[src/rtl/modbus_rtu_frame_rx.sv]
// Modbus RTU request framer: delimits frames by t3.5 silence, runs a serial
// CRC-16/MODBUS, filters on slave address and strobes one decoded request.
// Optional feature macro: MODBUS_BCAST_EN (accept address 0x00 as broadcast).
module modbus_rtu_frame_rx #(
  parameter int unsigned CLK_FREQ   = 50000000,
  parameter int unsigned BAUD_RATE  = 115200,
  parameter logic [7:0]  SADDR      = 8'h01,
  parameter int unsigned T35_CYCLES = 87500
) (
  input  logic        sys_clk,
  input  logic        reset_n,
  input  logic        rx_done,
  input  logic [7:0]  rx_data,
  output logic        frame_valid,
  output logic        frame_err,
  output logic [1:0]  err_code,
  output logic        frame_bcast,
  output logic [7:0]  func_code,
  output logic [15:0] reg_addr,
  output logic [15:0] reg_data,
  output logic        rx_busy
);

  localparam logic [1:0] S_STARTUP = 2'd0;
  localparam logic [1:0] S_IDLE    = 2'd1;
  localparam logic [1:0] S_RECV    = 2'd2;
  localparam logic [1:0] S_EVAL    = 2'd3;

  // Gap counter spans at least one character time so it never wraps between bytes.
  localparam int unsigned CHAR_CLKS = 11 * (CLK_FREQ / BAUD_RATE);
  localparam int unsigned GAP_SPAN  = (T35_CYCLES > CHAR_CLKS) ? T35_CYCLES : CHAR_CLKS;
  localparam int unsigned GAP_W     = $clog2(GAP_SPAN + 1);
  localparam logic [GAP_W-1:0] GAP_END = GAP_W'(T35_CYCLES - 1);
  localparam logic [GAP_W-1:0] GAP_SAT = '1;
  localparam logic [15:0] CRC_POLY = 16'hA001;
  localparam logic [15:0] CRC_INIT = 16'hFFFF;

  logic [1:0]       state;
  logic [1:0]       state_nx;
  logic [GAP_W-1:0] gap_cnt;
  logic [15:0]      crc;
  logic [2:0]       crc_bits;
  logic             overrun;
  logic [3:0]       byte_cnt;
  logic [7:0]       frame_buf [0:5];
  logic             gap_end_c;
  logic             addr_hit_c;
  logic             bcast_c;

  // One reflected CRC shift step.
  function automatic logic [15:0] crc_step(input logic [15:0] c);
    crc_step = c[0] ? ((c >> 1) ^ CRC_POLY) : (c >> 1);
  endfunction

  assign gap_end_c = (gap_cnt == GAP_END);

`ifdef MODBUS_BCAST_EN
  assign bcast_c    = (frame_buf[0] == 8'h00);
  assign addr_hit_c = (frame_buf[0] == SADDR) || bcast_c;
`else
  assign bcast_c    = 1'b0;
  assign addr_hit_c = (frame_buf[0] == SADDR);
`endif

  // State register.
  always_ff @(posedge sys_clk or negedge reset_n) begin
    if (!reset_n) state <= S_STARTUP;
    else          state <= state_nx;
  end

  // Next-state logic; a byte landing in EVAL means we are mid-frame, so resync.
  always_comb begin
    state_nx = state;
    case (state)
      S_STARTUP: if (!rx_done && gap_end_c) state_nx = S_IDLE;
      S_IDLE:    if (rx_done) state_nx = S_RECV;
      S_RECV:    if (!rx_done && gap_end_c) state_nx = S_EVAL;
      S_EVAL:    state_nx = rx_done ? S_STARTUP : S_IDLE;
      default:   state_nx = S_STARTUP;
    endcase
  end

  // Line-silence counter, cleared by every received byte, saturating.
  always_ff @(posedge sys_clk or negedge reset_n) begin
    if (!reset_n)             gap_cnt <= '0;
    else if (rx_done)         gap_cnt <= '0;
    else if (gap_cnt != GAP_SAT) gap_cnt <= gap_cnt + GAP_W'(1);
  end

  // Byte capture and serial CRC: first shift happens on the load edge, 8 clocks per byte.
  always_ff @(posedge sys_clk or negedge reset_n) begin
    if (!reset_n) begin
      crc      <= CRC_INIT;
      crc_bits <= 3'd0;
      overrun  <= 1'b0;
      byte_cnt <= 4'd0;
      for (int i = 0; i < 6; i++) frame_buf[i] <= 8'h00;
    end else begin
      if (crc_bits != 3'd0) begin
        crc      <= crc_step(crc);
        crc_bits <= crc_bits - 3'd1;
      end
      if (rx_done && state == S_IDLE) begin
        crc          <= crc_step(CRC_INIT ^ {8'h00, rx_data});
        crc_bits     <= 3'd7;
        overrun      <= 1'b0;
        byte_cnt     <= 4'd1;
        frame_buf[0] <= rx_data;
      end else if (rx_done && state == S_RECV) begin
        if (crc_bits != 3'd0) begin
          overrun <= 1'b1;
        end else begin
          crc      <= crc_step(crc ^ {8'h00, rx_data});
          crc_bits <= 3'd7;
        end
        if (byte_cnt < 4'd6) frame_buf[byte_cnt[2:0]] <= rx_data;
        if (byte_cnt != 4'hF) byte_cnt <= byte_cnt + 4'd1;
      end
    end
  end

  // Frame evaluation and registered result outputs.
  always_ff @(posedge sys_clk or negedge reset_n) begin
    if (!reset_n) begin
      frame_valid <= 1'b0;
      frame_err   <= 1'b0;
      err_code    <= 2'd0;
      frame_bcast <= 1'b0;
      func_code   <= 8'h00;
      reg_addr    <= 16'h0000;
      reg_data    <= 16'h0000;
      rx_busy     <= 1'b0;
    end else begin
      frame_valid <= 1'b0;
      frame_err   <= 1'b0;
      rx_busy     <= (state_nx == S_RECV);
      if (state == S_EVAL && addr_hit_c) begin
        if (overrun) begin
          frame_err <= 1'b1;
          err_code  <= 2'd2;
        end else if (byte_cnt != 4'd8) begin
          frame_err <= 1'b1;
          err_code  <= 2'd1;
        end else if (crc != 16'h0000) begin
          frame_err <= 1'b1;
          err_code  <= 2'd0;
        end else begin
          frame_valid <= 1'b1;
          frame_bcast <= bcast_c;
          func_code   <= frame_buf[1];
          reg_addr    <= {frame_buf[2], frame_buf[3]};
          reg_data    <= {frame_buf[4], frame_buf[5]};
        end
      end
    end
  end

endmodule

[config.mk]
export PLATFORM = sky130hd
export DESIGN_NAME = modbus_rtu_frame_rx
export DESIGN_NICKNAME = d
export VERILOG_FILES = /design/src/rtl/modbus_rtu_frame_rx.sv
export SDC_FILE = /design/constraint.sdc
export NUM_CORES = 1
export LEC_CHECK = 0
export ABC_CLOCK_PERIOD_IN_PS = 3500
export CAP_MARGIN = 0
export CORE_MARGIN = 2
export CORE_UTILIZATION = 39
export DETAILED_ROUTE_END_ITERATION = 10
export PLACE_DENSITY = 0.67
export REMOVE_ABC_BUFFERS = 1
export SLEW_MARGIN = 20
export SYNTH_ARGS = -nofsm -noshare
export SYNTH_HDL_FRONTEND = slang
export SYNTH_SLANG_ARGS = --single-unit
[constraint.sdc]
create_clock -name sys_clk -period 3.5 [get_ports sys_clk]
set_input_delay 0.7 -clock sys_clk [delete_from_list [all_inputs] [get_ports sys_clk]]
set_output_delay 0.7 -clock sys_clk [all_outputs]
set_load 0.05 [all_outputs]
Word level (Yosys, flattened, before mapping)
Cells that the tools add are included.
{ "word_totals": {"ff_bits": 136, "in_bits": 11, "n_memories": 0, "latchBits": 0, "word_cells": 106, "ram_bits": 0, "output_inout_bits": 46, "romBits": 0} }
{ "op_classes": {"bitwise_logic": 10, "mux": 41, "shifts": 0, "magnitude_cmp": 3, "multipliers": 0, "reduce_logical": 21, "eq_ne": 9, "div": 0, "add_sub_neg": 3} }
{ "ops": {"columns": ["operator", "count"], "rows": [
  ["$mux W16", 7],
  ["$mux W48", 2],
  ["$bwmux W48", 1],
  ["$mux W17", 2],
  ["$demux W8 S3", 1],
  ["$add A17 B1 Y17 const B", 1],
  ["$eq A17 B17 Y1 const B", 1],
  ["$ne A17 B17 Y1 const B", 1],
  ["$mux W8", 2],
  ["$not A8 Y16", 1],
  ["$reduce_bool A16 Y1", 1],
  ["$xor A16 B8 Y16", 1],
  ["$mux W1", 12],
  ["$mux W2", 6],
  ["$mux W3", 4],
  ["$mux W4", 3],
  ["$reduce_bool A2 Y1", 5],
  ["$not A2 Y3", 3],
  ["$eq A8 B1 Y1 const B", 1],
  ["$ne A4 B4 Y1 const B", 2],
  ["$pmux W2 S4", 1],
  ["$reduce_and A2 Y1", 4],
  ["$eq A2 B2 Y1 const B", 3],
  ["$reduce_bool A3 Y1", 2],
  ["other kinds (13)", 20]
]} }

Depth between registers and ports, before layout
Gate-level depths: netlist of the first run.
{ "depth": {"depth_word": 9, "mapped_depth": 10, "ltp_nobuf": 9} }

Worst setup path before layout of the first run
No wires, ideal clock.
{ "synth_timing": {"path_type": "register to register", "start": "register gap_cnt[0]", "end": "register gap_cnt[5]", "stages_incl_launch_ff": 11, "path_buffers": 1, "setup_slack_ns": 0.937, "t_required_ns": 3.368, "arrival_time_ns": 2.431, "setup_ns": 0.132, "period_less_slack_ns": 2.563, "path_cell_list": "dfrtp_1 -> ha_1 -> nand3_1 -> or4_1 -> nor2_1 -> ha_1 -> clkbuf_1 -> nor2b_1 -> nor3b_1 -> xnor2_1 -> nor2_1"} }
{ "synth_via": {"elab_chain_cells": 3, "word_cells_on_any_way": 5, "cone_classes": "add/sub (1); eq/ne (1); mux (2); reduce/logical (1)"} }
{ "synth_lines": {"columns": ["item", "line_no", "source"], "rows": [
  ["start, declared", "40", "logic [GAP_W-1:0] gap_cnt;"],
  ["start signal, assigned", "87", "else if (gap_cnt != GAP_SAT) gap_cnt <= gap_cnt + GAP_W'(1);"],
  ["$add A17 B1 Y17", "87", null],
  ["$mux W17", "87", null],
  ["$mux W17", "86", "else if (rx_done) gap_cnt <= '0;"]
]} }
Several ways; a longest one is shown, not always the timed one. The select of a mux whose other input is x is not followed.
A chain may end at the register's enable or synchronous reset.

Worst setup path after layout of the first run
{ "layout_timing": {"start": "register gap_cnt[0]", "end": "register gap_cnt[15]"} }
Same word-level chain as after synthesis.

==> results of run 1 <==
## power by group through the flow
stage	sequential, mW	clock (mW)	combinational (mW)
3_5_place_dp	2.37	0	0.884
3_3_place_gp	2.35	0	0.824
6_report	2.35	1.72	0.881
4_1_cts	2.35	1.75	0.890
5_1_grt	2.41	1.82	1.00
2_1_floorplan	2.27	0	0.691
## kinds of logic after synthesis
family	share of synthesized area [%]
other	0.06418
adders and majority gates	1.713
xor gates and xnor gates	2.698
DFF	58.59
and+or+nand+nor	11.63
buffers and inverters	2.570
muxes	17.86
AOI/OAI and AO/OA	4.883
## worst max-delay path, cell delays in order (launching register included)
cell and delay, ns:
dfrtp_1 0.41, ha_1 0.25, nand3_1 0.20, or4_1 0.19, nor2_1 0.05, ha_1 0.33, nand4b_1 0.31, or4_1 0.50
or4_1 0.42, a21oi_1 0.18
## state kept, by name (all words and copies together), names as in the netlist
| register | cells |
|---|---|
| frame_buf | 48 |
| gap_cnt | 17 |
| crc | 16 |
| reg_addr | 16 |
| reg_data | 16 |
| func_code | 8 |
| byte_cnt | 4 |
| crc_bits | 3 |
| err_code | 2 |
| state | 2 |
| frame_err | 1 |
| frame_valid | 1 |
| overrun | 1 |
| rx_busy | 1 |
## per-stage QoR
step | hold slack, ns | setup slack, ns
3_5_place_dp | 0.4783 | 0.6032
2_1_floorplan | 0.4044 | 0.5269
3_3_place_gp | 0.4688 | 0.6502
6_report | 0.2971 | 0.5605
4_1_cts | 0.3154 | 0.5630
5_1_grt | 0.3501 | 0.2758
## worst paths after layout
| check | startpoint | endpoint | slack, ns | cells after the start |
|---|---|---|---|---|
| min reg2reg | err_code[0] | err_code[0] | 0.48 | 1 |
| max reg2reg | gap_cnt[0] | gap_cnt[15] | 0.56 | 9 |
| max | gap_cnt[0] | gap_cnt[15] | 0.56 | 9 |
| max in group asynchronous | reset_n | crc[0] | 2.36 | 2 |
| min | reset_n | gap_cnt[12] | 0.30 | 1 |
| min in group sys_clk | err_code[0] | err_code[0] | 0.48 | 1 |
## layout make-up
class | instances | area, µm²
clock buffers | 21 | 450.4
clock inverters | 11 | 123.9
fillers | 1246 | 7430
inverters | 10 | 37.54
multi-input cells | 292 | 2270
flip-flops and latches | 136 | 3423
well taps | 184 | 230.2
repair buffers | 63 | 624.3
## cells in the mapped netlist (all sizes together), types with 5 or more instances
cell type    n
buf          6
a21oi        6
dfstp       16
nor4         8
clkbuf      15
o21ai       13
ha           8
inv         10
mux2        90
nand4        6
nor3         9
a21o         7
nor2        32
nand2       28
nand3       19
dfrtp      120
xnor2       13
a222oi       6
or4          6
xor2         5
## metal layers
metal	wire (µm)	share of wire, %	vias to the layer above	GRT usage (%)
li1	-	-	1772	-
met5	0	0	-	0
met2	5653	47	73	23.56
met1	5617	47	1970	22.76
met3	460	3.9	17	4.049
met4	210	1.8	0	5.818
## layout by cell type, fill, tap and decap left out, types with 8 or more instances in the layout
| master | instances |
|---|---|
| clkbuf_16 | 17 |
| clkdlybuf4s50_1 | 54 |
| dfrtp_1 | 120 |
| dfstp_2 | 16 |
| ha_1 | 8 |
| inv_1 | 10 |
| mux2_2 | 88 |
| nand2_1 | 28 |
| nand3_1 | 19 |
| nor2_1 | 32 |
| nor3_1 | 8 |
| nor4_1 | 8 |
| o21ai_0 | 13 |
| xnor2_1 | 13 |
==> out/results.ini, run 1 <==
[run_status]
status=finished, final reports clean

[detailed_routing]
antenna_left=0
via_per_inst=5.344
drt_pass1_iterations=6
drc=0
wirelength_um=11940
wire_per_inst_um=16.65
initialDrtViolationCount=260
vias=3832

[yosys]
ys_types=46
synth_largest_area_cell=dfrtp_1
ys.warnings.count=0
synthCells=459
yosysTopAreaCellShare_pct=51.39
netlist_top_cells_area=dfrtp_1 (51%), mux2_2 (17%), dfstp_2 (7.2%)
synth_area_per_cell_um2=12.73
synth-edff-count=0
async_flop_share_pct=100.0
synth_ff_type=dfrtp_1
syn-cell-area_um2=5843
ys_seq_area_share_pct=58.59
ys_ff_latch=136

[global_routing]
grt_overflow=0
grt_pass1_vias=3943
grtUsageTotal_pct=15.93
grt_max_degree=75
antenna_found_initial=0
grt_pass1_wl_um=20210

[pwr]
netSwitchingFraction_pct=27.15
peakVddDrop_v=0.0003882
seqPwrFrac_pct=47.4
powerDensity_nw_per_um2=691.5
p_leak_nw=3.203
combPwrFrac_pct=17.8
clkPwrFrac_pct=34.8
p_int_mw=3.607
power_switching_mw=1.344
totalPowerFinal_mw=4.951

[floorplan]
die_h_um=126.4
die_w_um=126.4
die_area_um2=15980
io_pins=57
core_area_um2=14590
rows=44
start_util_pct=40.05

[place]
portBuffers=55
dp_hpwl_um=7846
gp_congestion=0.8050
place_area_um2=6585
dp_cells=685

[cts]
clock_path_buffers=2
clkTransAtPathRegs_ns=0.05
ctsResizeCount=0
clk_latency_ns=0.41
cts_tree=built
root_buffer=clkbuf_16
cts_made_buffers=17
cts.hold.buffers_added=0
cts_setup_buffers=0
clock_sinks=136
htreeDepth=4

[cells_and_area]
final_area_um2=7159
final_util_pct=49.07
drive_gt1_share_pct=27.39
syn_to_final_growth_pct=22.53
fin_cells=717
antenna_cells=0
layout.nets=539

[sta]
finalClockSkew_ns=0.009048
post-route-period-util_pct=83.99
tns_ns=0
tightest_slew_ns=0.9230
max_freq_mhz=340.2
slew_violations=0
hold_viol=0
rsz0062_at_grt=no
fin_crit_ns=2.940
slew-limit-headroom_pct=38.24
setup_violations=0

[critical_path]
cp_max_fo=11
cp.required_ns=3.83
cp-end-kind=flop
crit_path_start_kind=flop
path_class=reg2reg
cp_data_arrival_time_ns=3.27

[job]
cap_violations=0

[hold_path]
hold_path_class=in2async

No activity file was read; power rests on OpenSTA's default activity.
==> inputs of run 2 (changes only) <==
Settings changed: ABC_CLOCK_PERIOD_IN_PS 3500 to 2400, PLACE_DENSITY 0.67 to 0.69.
Clock period 3.5 ns to 2.4 ns, I/O delays scaled along.
==> out/results.ini, run 2 (same netlist as run 1, synthesis figures left out) <==
[run_status]
status=finished, violations left
violations=setup timing

[sta]
max_freq_mhz=409.0
post-route-period-util_pct=101.9
layout_setup_ws_ns=-0.04521
rsz0062_at_grt=yes
finalClockSkew_ns=0.01042
hold_viol=0
slew-limit-headroom_pct=65.34
setup_violations=37
slew_violations=0
fin_crit_ns=2.445
tightest_slew_ns=0.5183

[cells_and_area]
antenna_cells=0
layout.nets=570
final_common_cell=dfrtp_1
largestRegisters=frame_buf: 48 flops, gap_cnt: 17 flops
regMostFlops=frame_buf
final_area_um2=7537
fin_cells=748
syn_to_final_growth_pct=28.99
largest_register_ff_count=48
drive_gt1_share_pct=32.80
layout_common_cells=dfrtp_1 (120), mux2_2 (88), clkdlybuf4s50_1 (54)

[place]
dp_hpwl_um=8536
portBuffers=55
dp_cells=711
place_ws_ns=-0.01463
place_area_um2=6802
gp_congestion=0.7792

[critical_path]
cp_max_fo=10
crit_family=simple AND/OR/NAND/NOR gates
path_depth=6
crit_path_start_kind=flop
cp.required_ns=2.70
cp-end-kind=flop
crit_slowest_cell=or4_4
cp_cell_sequence=or4_1, or4_4, nor3_4, buf_4, clkbuf_16, mux2_2
rr_worst_depth=6
critical_path.max_stage_delay_ns=0.52
cp_data_arrival_time_ns=2.75
path_buf_inv=2
path_class=reg2reg

[detailed_routing]
wirelength_um=13120
drc=0
via_per_inst=5.253
antenna_left=0
vias=3929
initialDrtViolationCount=261
drt_pass1_iterations=5
wire_per_inst_um=17.54

[cts]
clock_sinks=136
root_buffer=clkbuf_16
clkTransAtPathRegs_ns=0.06
clock_path_buffers=2
cts.hold.buffers_added=0
cts_tree=built
htreeDepth=4
cts_made_buffers=17
clk_latency_ns=0.42

[pwr]
powerDensity_nw_per_um2=992.9
p_leak_nw=3.398
peakVddDrop_v=0.0005958

[global_routing]
grt_max_degree=44
grtUsageTotal_pct=17.33
grt_pass1_wl_um=21540
grt_pass1_vias=4155
grt_overflow=0
antenna_found_initial=0

[floorplan]
die_h_um=126.4
start_util_pct=40.05
core_area_um2=14590
rows=44
die_area_um2=15980
die_w_um=126.4
io_pins=57

[job]
cap_violations=0

[hold_path]
hold_path_class=in2async

==> run 2: cell count changes in the layout (fill, tap and decap cells not counted), moves of 2 or more <==
cell | before | now
buf_12 | 1 | 3
buf_4 | 7 | 34
bufinv_16 | 2 | 4
clkbuf_1 | 3 | 0
clkbuf_16 | 17 | 19
or4_1 | 5 | 2
or4_4 | 1 | 4
==> run 2: path summary, 6_finish.rpt <==
| check | from | end | slack, ns |
|---|---|---|---|
| setup / recovery | frame_buf[43] | reg_addr[15] | -0.05 |
| hold / removal | reset_n | frame_buf[13] | 0.02 |
| setup reg to reg | frame_buf[43] | reg_addr[15] | -0.05 |
| hold reg to reg | err_code[0] | err_code[0] | 0.48 |
| max in group asynchronous | reset_n | gap_cnt[5] | 1.67 |
| min in group sys_clk | err_code[0] | err_code[0] | 0.48 |
==> run 2: routing by layer <==
layer | vias to the layer above | track usage, % | routed length (µm)
met4 | 0 | 6.529 | 239
li1 | 1827 | - | -
met2 | 67 | 28.63 | 6585
met3 | 17 | 4.218 | 429
met1 | 2018 | 22.17 | 5866
met5 | - | 0 | 0
==> run 2: power by group <==
group / total [mW] / internal, mW / switching, mW
Combinational: 1.33 / 0.730 / 0.598
Sequential: 3.42 / 3.01 / 0.407
Clock: 2.74 / 1.74 / 0.999
Total: 7.48 / 5.48 / 2.00
==> run 2: stage by stage <==
| stage | TNS (ns) | hold slack, ns | util (%) | total power [mW] |
|---|---|---|---|---|
| after floorplan | -23.63 | 0.1844 | - | 4.315 |
| after global placement | -0.01306 | 0.4672 | 46.62 | 4.661 |
| after detailed placement | -0.06952 | 0.4745 | 46.62 | 4.777 |
| after CTS | -0.2198 | 0.02470 | 51.10 | 7.538 |
| after global routing | -3.407 | 0.03185 | 51.66 | 7.901 |
| final | -0.9565 | 0.02007 | 51.66 | 7.483 |
==> run 2: layout make-up <==
class | instances | area (µm²)
Sequential cell | 136 | 3423
Fill cell | 1205 | 7052
Clock buffer | 17 | 425.4
Timing Repair Buffer | 94 | 933.4
Multi-Input combinational cell | 292 | 2287
Inverter | 10 | 37.54
Clock inverter | 15 | 200.2
Tap cell | 184 | 230.2
==> run 2: repair_timing <==
item                       4_1_cts  5_1_grt
hold endpoints to repair         0        0
gates cloned                     1        2
setup buffers                    0        2
pin swaps                        1        2
setup endpoints to repair       37       42
resized for setup                1        5
